`src/rtl/wb_port_arbiter.sv`:
```
// Register-file write-port arbiter: pipeline writeback vs. buffered long-latency results.
// Provides WAW ordering, x0 suppression and a starvation guard for the FIFO head.
module wb_port_arbiter #(
    parameter int DEPTH      = 2,
    parameter int STARVE_MAX = 4
) (
    input  logic        i_clk,
    input  logic        i_rst,
    input  logic        i_ce,
    input  logic        i_pipe_wr_en,
    input  logic [4:0]  i_pipe_rd_addr,
    input  logic [31:0] i_pipe_rd,
    output logic        o_stall,
    input  logic        i_mc_valid,
    input  logic [4:0]  i_mc_rd_addr,
    input  logic [31:0] i_mc_rd,
    output logic        o_mc_ready,
    output logic        o_wr_en,
    output logic [4:0]  o_rd_addr,
    output logic [31:0] o_rd,
    output logic        o_mc_busy
);

    localparam int AW = $clog2(DEPTH);
    localparam int CW = $clog2(STARVE_MAX + 1);

    logic [4:0]       q_addr [DEPTH];
    logic [31:0]      q_data [DEPTH];
    logic [DEPTH-1:0] q_vld;
    logic [AW-1:0]    wr_ptr;
    logic [AW-1:0]    rd_ptr;
    logic [AW:0]      count;
    logic [AW:0]      count_next;
    logic [CW-1:0]    starve_cnt;

    logic full;
    logic empty;
    logic pipe_req;
    logic fifo_req;
    logic waw_hit;
    logic enq;
    logic grant_fifo;
    logic grant_pipe;

    assign full       = (count == (AW+1)'(DEPTH));
    assign empty      = (count == '0);
    assign o_mc_ready = !full;
    assign pipe_req   = i_ce && i_pipe_wr_en && (i_pipe_rd_addr != 5'd0);
    assign fifo_req   = !empty;
    assign enq        = i_mc_valid && !full && (i_mc_rd_addr != 5'd0);
    assign count_next = count + (AW+1)'(enq) - (AW+1)'(grant_fifo);

    // Any pending result to the same rd must land before the younger pipeline write.
    always_comb begin
        waw_hit = 1'b0;
        for (int i = 0; i < DEPTH; i++) begin
            if (q_vld[i] && (q_addr[i] == i_pipe_rd_addr))
                waw_hit = 1'b1;
        end
        waw_hit = waw_hit && pipe_req;
    end

    always_comb begin
        grant_fifo = 1'b0;
        grant_pipe = 1'b0;
        o_stall    = 1'b0;
        if (fifo_req && (starve_cnt == CW'(STARVE_MAX))) begin
            grant_fifo = 1'b1;
            o_stall    = pipe_req;
        end else if (waw_hit) begin
            grant_fifo = 1'b1;
            o_stall    = 1'b1;
        end else if (pipe_req) begin
            grant_pipe = 1'b1;
        end else if (fifo_req) begin
            grant_fifo = 1'b1;
        end
    end

    always_ff @(posedge i_clk) begin
        if (enq) begin
            q_addr[wr_ptr] <= i_mc_rd_addr;
            q_data[wr_ptr] <= i_mc_rd;
        end
    end

    always_ff @(posedge i_clk or posedge i_rst) begin
        if (i_rst) begin
            q_vld      <= '0;
            wr_ptr     <= '0;
            rd_ptr     <= '0;
            count      <= '0;
            starve_cnt <= '0;
            o_mc_busy  <= 1'b0;
            o_wr_en    <= 1'b0;
            o_rd_addr  <= 5'd0;
            o_rd       <= 32'd0;
        end else begin
            if (grant_fifo) begin
                q_vld[rd_ptr] <= 1'b0;
                rd_ptr        <= rd_ptr + AW'(1);
            end
            if (enq) begin
                q_vld[wr_ptr] <= 1'b1;
                wr_ptr        <= wr_ptr + AW'(1);
            end
            count     <= count_next;
            o_mc_busy <= (count_next != '0);

            if (empty || grant_fifo)
                starve_cnt <= '0;
            else if (starve_cnt != CW'(STARVE_MAX))
                starve_cnt <= starve_cnt + CW'(1);

            o_wr_en <= grant_fifo || grant_pipe;
            if (grant_fifo) begin
                o_rd_addr <= q_addr[rd_ptr];
                o_rd      <= q_data[rd_ptr];
            end else if (grant_pipe) begin
                o_rd_addr <= i_pipe_rd_addr;
                o_rd      <= i_pipe_rd;
            end
        end
    end

endmodule
```
`config.mk`:
```
export PLATFORM = sky130hd
export DESIGN_NAME = wb_port_arbiter
export DESIGN_NICKNAME = d
export VERILOG_FILES = /design/src/rtl/wb_port_arbiter.sv
export SDC_FILE = /design/constraint.sdc
export NUM_CORES = 1
export LEC_CHECK = 0
export CAP_MARGIN = 20
export CORE_MARGIN = 4
export CORE_UTILIZATION = 53
export DETAILED_ROUTE_END_ITERATION = 12
export GPL_ROUTABILITY_DRIVEN = 0
export PLACE_DENSITY = 0.84
export SYNTH_ARGS = -nofsm -noshare
export SYNTH_HDL_FRONTEND = slang
export SYNTH_SLANG_ARGS = --single-unit
export TNS_END_PERCENT = 100
```
`constraint.sdc`:
```
create_clock -name i_clk -period 5.1 [get_ports i_clk]
set_input_delay 1.02 -clock i_clk [delete_from_list [all_inputs] [get_ports i_clk]]
set_output_delay 1.02 -clock i_clk [all_outputs]
set_load 0.05 [all_outputs]
```
==> flow_summary.toml <==
[run_status]
outcome = "complete, no violations"

[setup_path]
path_common_cell = "clkdlybuf4s50_1"
required_ns = 4.08
max_stage_delay_ns = 0.81
crit_arrival_ns = 3.18
crit_type = "in -> out"
critical_path.cell_chain = "clkdlybuf4s50_1 > xnor2_1 > nand4_1 > o221a_2 > nor2_1 > clkdlybuf4s50_1"
crit_fanout = 5
critPathSlowestCell = "clkdlybuf4s50_1"
end_kind = "output pin"
start_kind = "primary input"

[clocking]
cts_resized = 0
clk_latency_ns = 0.49
h-tree-depth = 4
cts_root_buffer = "clkbuf_8"
cts_tree = "done"
cts_setup_buffers = 0
clkSinkCount = 122
cts_buffers = 17
holdBufCountCts = 0
clk_pin_slew_ns = 0.05
clk_path_buf_depth = 2

[sta]
report.final.hold_viol_count = 0
slew_headroom = 0.491
maxSlewViolCount = 0
fin_crit_sh = 0.823
worst_pin_slew_ns = 0.762
whs_ns = 0.489
rsz0062_at_grt = "no"
setup_ws_ns = 0.902
skew_ns = 0.0113
min_period_ns = 4.20
timing.fmax_mhz = 238
setup_viol = 0
setup_tns_ns = 0

[floorplanning]
coreArea_sq_um = 9240
row_count = 35
io_pins = 120
die_h_um = 105
die_area_sq_um = 11100
die_x_um = 105
start_util = 0.545

[synth]
synth_top_flop_cell = "edfxtp_1"
syn_area_sq_um = 5040
syn_nets = 426
yosys.area.top_type = "edfxtp_1"
synth_edf_count = 74
yosysUniqueCellTypes = 32
yosys_warnings = 0
yosysTopAreaCellShare = 0.441
synthMostInstantiatedCell = "edfxtp_1"
ys_ff_latch = 122
syn_area_per_cell_sq_um = 14.7
ys_seq_area_frac = 0.680
synth_area_leaders = "edfxtp_1, dfrtp_1, mux2i_1, a221oi_2, nor2_1"
synth-async-reset-ratio = 0.393
syn_inst = 343
synthTopCellsByCount = "edfxtp_1, dfrtp_1, nor2_1, inv_1, mux2i_1"

[final_layout]
num_antenna_cells = 0
fin_nets = 552
final-instance-count-excl-fill = 611
final_layout_size_suffix_gt1_frac = 0.141
syn_to_final_growth_pct = 38.6
nFillCells = 595
multi_input_area_sq_um = 1360
register_area_sq_um = 3420

[route]
first_pass_iters = 4
via_per_inst = 5.35
drc = 0
wirelength_um = 11000
vias = 3268
drtIter0Drc = 153
ant_nets = 0
wl_per_cell_um = 18.0

[placed_design]
dp_slack_ns = 0.912
place.port_buffers = 119
dp_cells = 578
dpl.hpwl_um = 7140

[pwr]
switching_power_mw = 1.72
p_seq_frac = 0.350
p_leak_nw = 2.76
clkPwrFrac = 0.262
p_comb_frac = 0.388
swShare = 0.381
power_density_nw_per_um2 = 649
vdd_drop_max_uv = 378
p_int_mw = 2.80

[global_route]
gr-total-overflow = 0
grt_pass1_vias = 3540
grt_max_degree = 49
grt_pass1_wl_um = 17600
antenna_found_initial = 0
gr-usage-all-layers = 0.205

[min_path]
hp-class = "reg -> reg"

[flow_run]
drv_cap = 0
[worst max-delay path, delay by kind of cell]
family,cells,cell delay (ns)
buf+inv,2,1.40
compound gates,1,0.36
simple gates,2,0.23
xor+xnor,1,0.17
[logic make-up after synthesis]
kind of cell | after synthesis | share of synthesized area
flip-flops | 122 | 0.680
AND/OR/NAND/NOR | 61 | 0.0559
buffers and inverters | 60 | 0.0542
AO/OA/AOI/OAI | 44 | 0.101
multiplexers | 37 | 0.0735
XOR/XNOR | 15 | 0.0261
adder cells (fa/ha/maj) | 4 | 0.00994
[routing by layer]
layer,part of all wire,routed length (um),global-route usage
met5,0,0,0
met4,0.018,199,0.0815
met3,0.053,579,0.0459
met2,0.55,6080,0.381
met1,0.38,4150,0.225
[path summary, 6_finish.rpt]
kind	startpoint	endpoint	slack, ns	cells past startpoint
worst min-delay path	starve_cnt[0]	starve_cnt[0]	0.49	1
worst max-delay path	i_pipe_rd_addr[0]	o_stall	0.90	6
worst max register to register	count[1]	o_mc_busy	2.64	10
min in group asynchronous	i_rst	o_rd[10]	0.82	2
worst min register to register	starve_cnt[0]	starve_cnt[0]	0.49	1
max in group asynchronous	i_rst	rd_ptr	3.75	3
[power by group through the flow]
stage | clock, mW | combinational (mW) | sequential, mW
final | 1.19 | 1.76 | 1.58
after global routing | 1.25 | 1.85 | 1.62
after CTS | 1.20 | 1.77 | 1.59
after detailed placement | 0 | 1.76 | 1.59
after global placement | 0 | 1.69 | 1.59
after floorplan | 0 | 0.678 | 2.08
[metrics by stage]
| step | utilization | power [mW] | instance area [sq um] |
|---|---|---|---|
| after floorplan | - | 2.76 | 5040 |
| after global placement | 0.684 | 3.28 | 6320 |
| after detailed placement | 0.688 | 3.35 | 6360 |
| after CTS | 0.753 | 4.55 | 6960 |
| after global routing | 0.755 | 4.72 | 6980 |
| final | 0.755 | 4.53 | 6980 |
[state kept, by name, summed over array words and instances (netlist names)]
name and count:
count 2, o_mc_busy 1, o_rd 32, o_rd_addr 5
o_wr_en 1, q_addr 10, q_data 64, q_vld 2
rd_ptr 1, starve_cnt 3, wr_ptr 1
[cell type report]
type	instances	area share
clock inverter	13	0.0244
clock buffer	19	0.0619
sequential	122	0.491
multi-input combinational	161	0.195
inverter	43	0.0231
tap	129	0.0231
timing repair buffer	124	0.181
[cell usage in the layout (no fill, tap or decap), types with 3 or more instances in the layout]
cell	instances
a221oi_2	19
mux2i_1	37
xnor2_1	14
nor2_1	42
clkbuf_16	16
nand2_1	3
inv_1	41
bufinv_16	3
nor3_1	3
clkinvlp_4	3
ha_1	4
edfxtp_1	74
a221oi_1	18
clkdlybuf4s50_1	119
buf_12	3
dfrtp_1	47
clkinv_4	5
No activity file was read; power rests on OpenSTA's default activity.
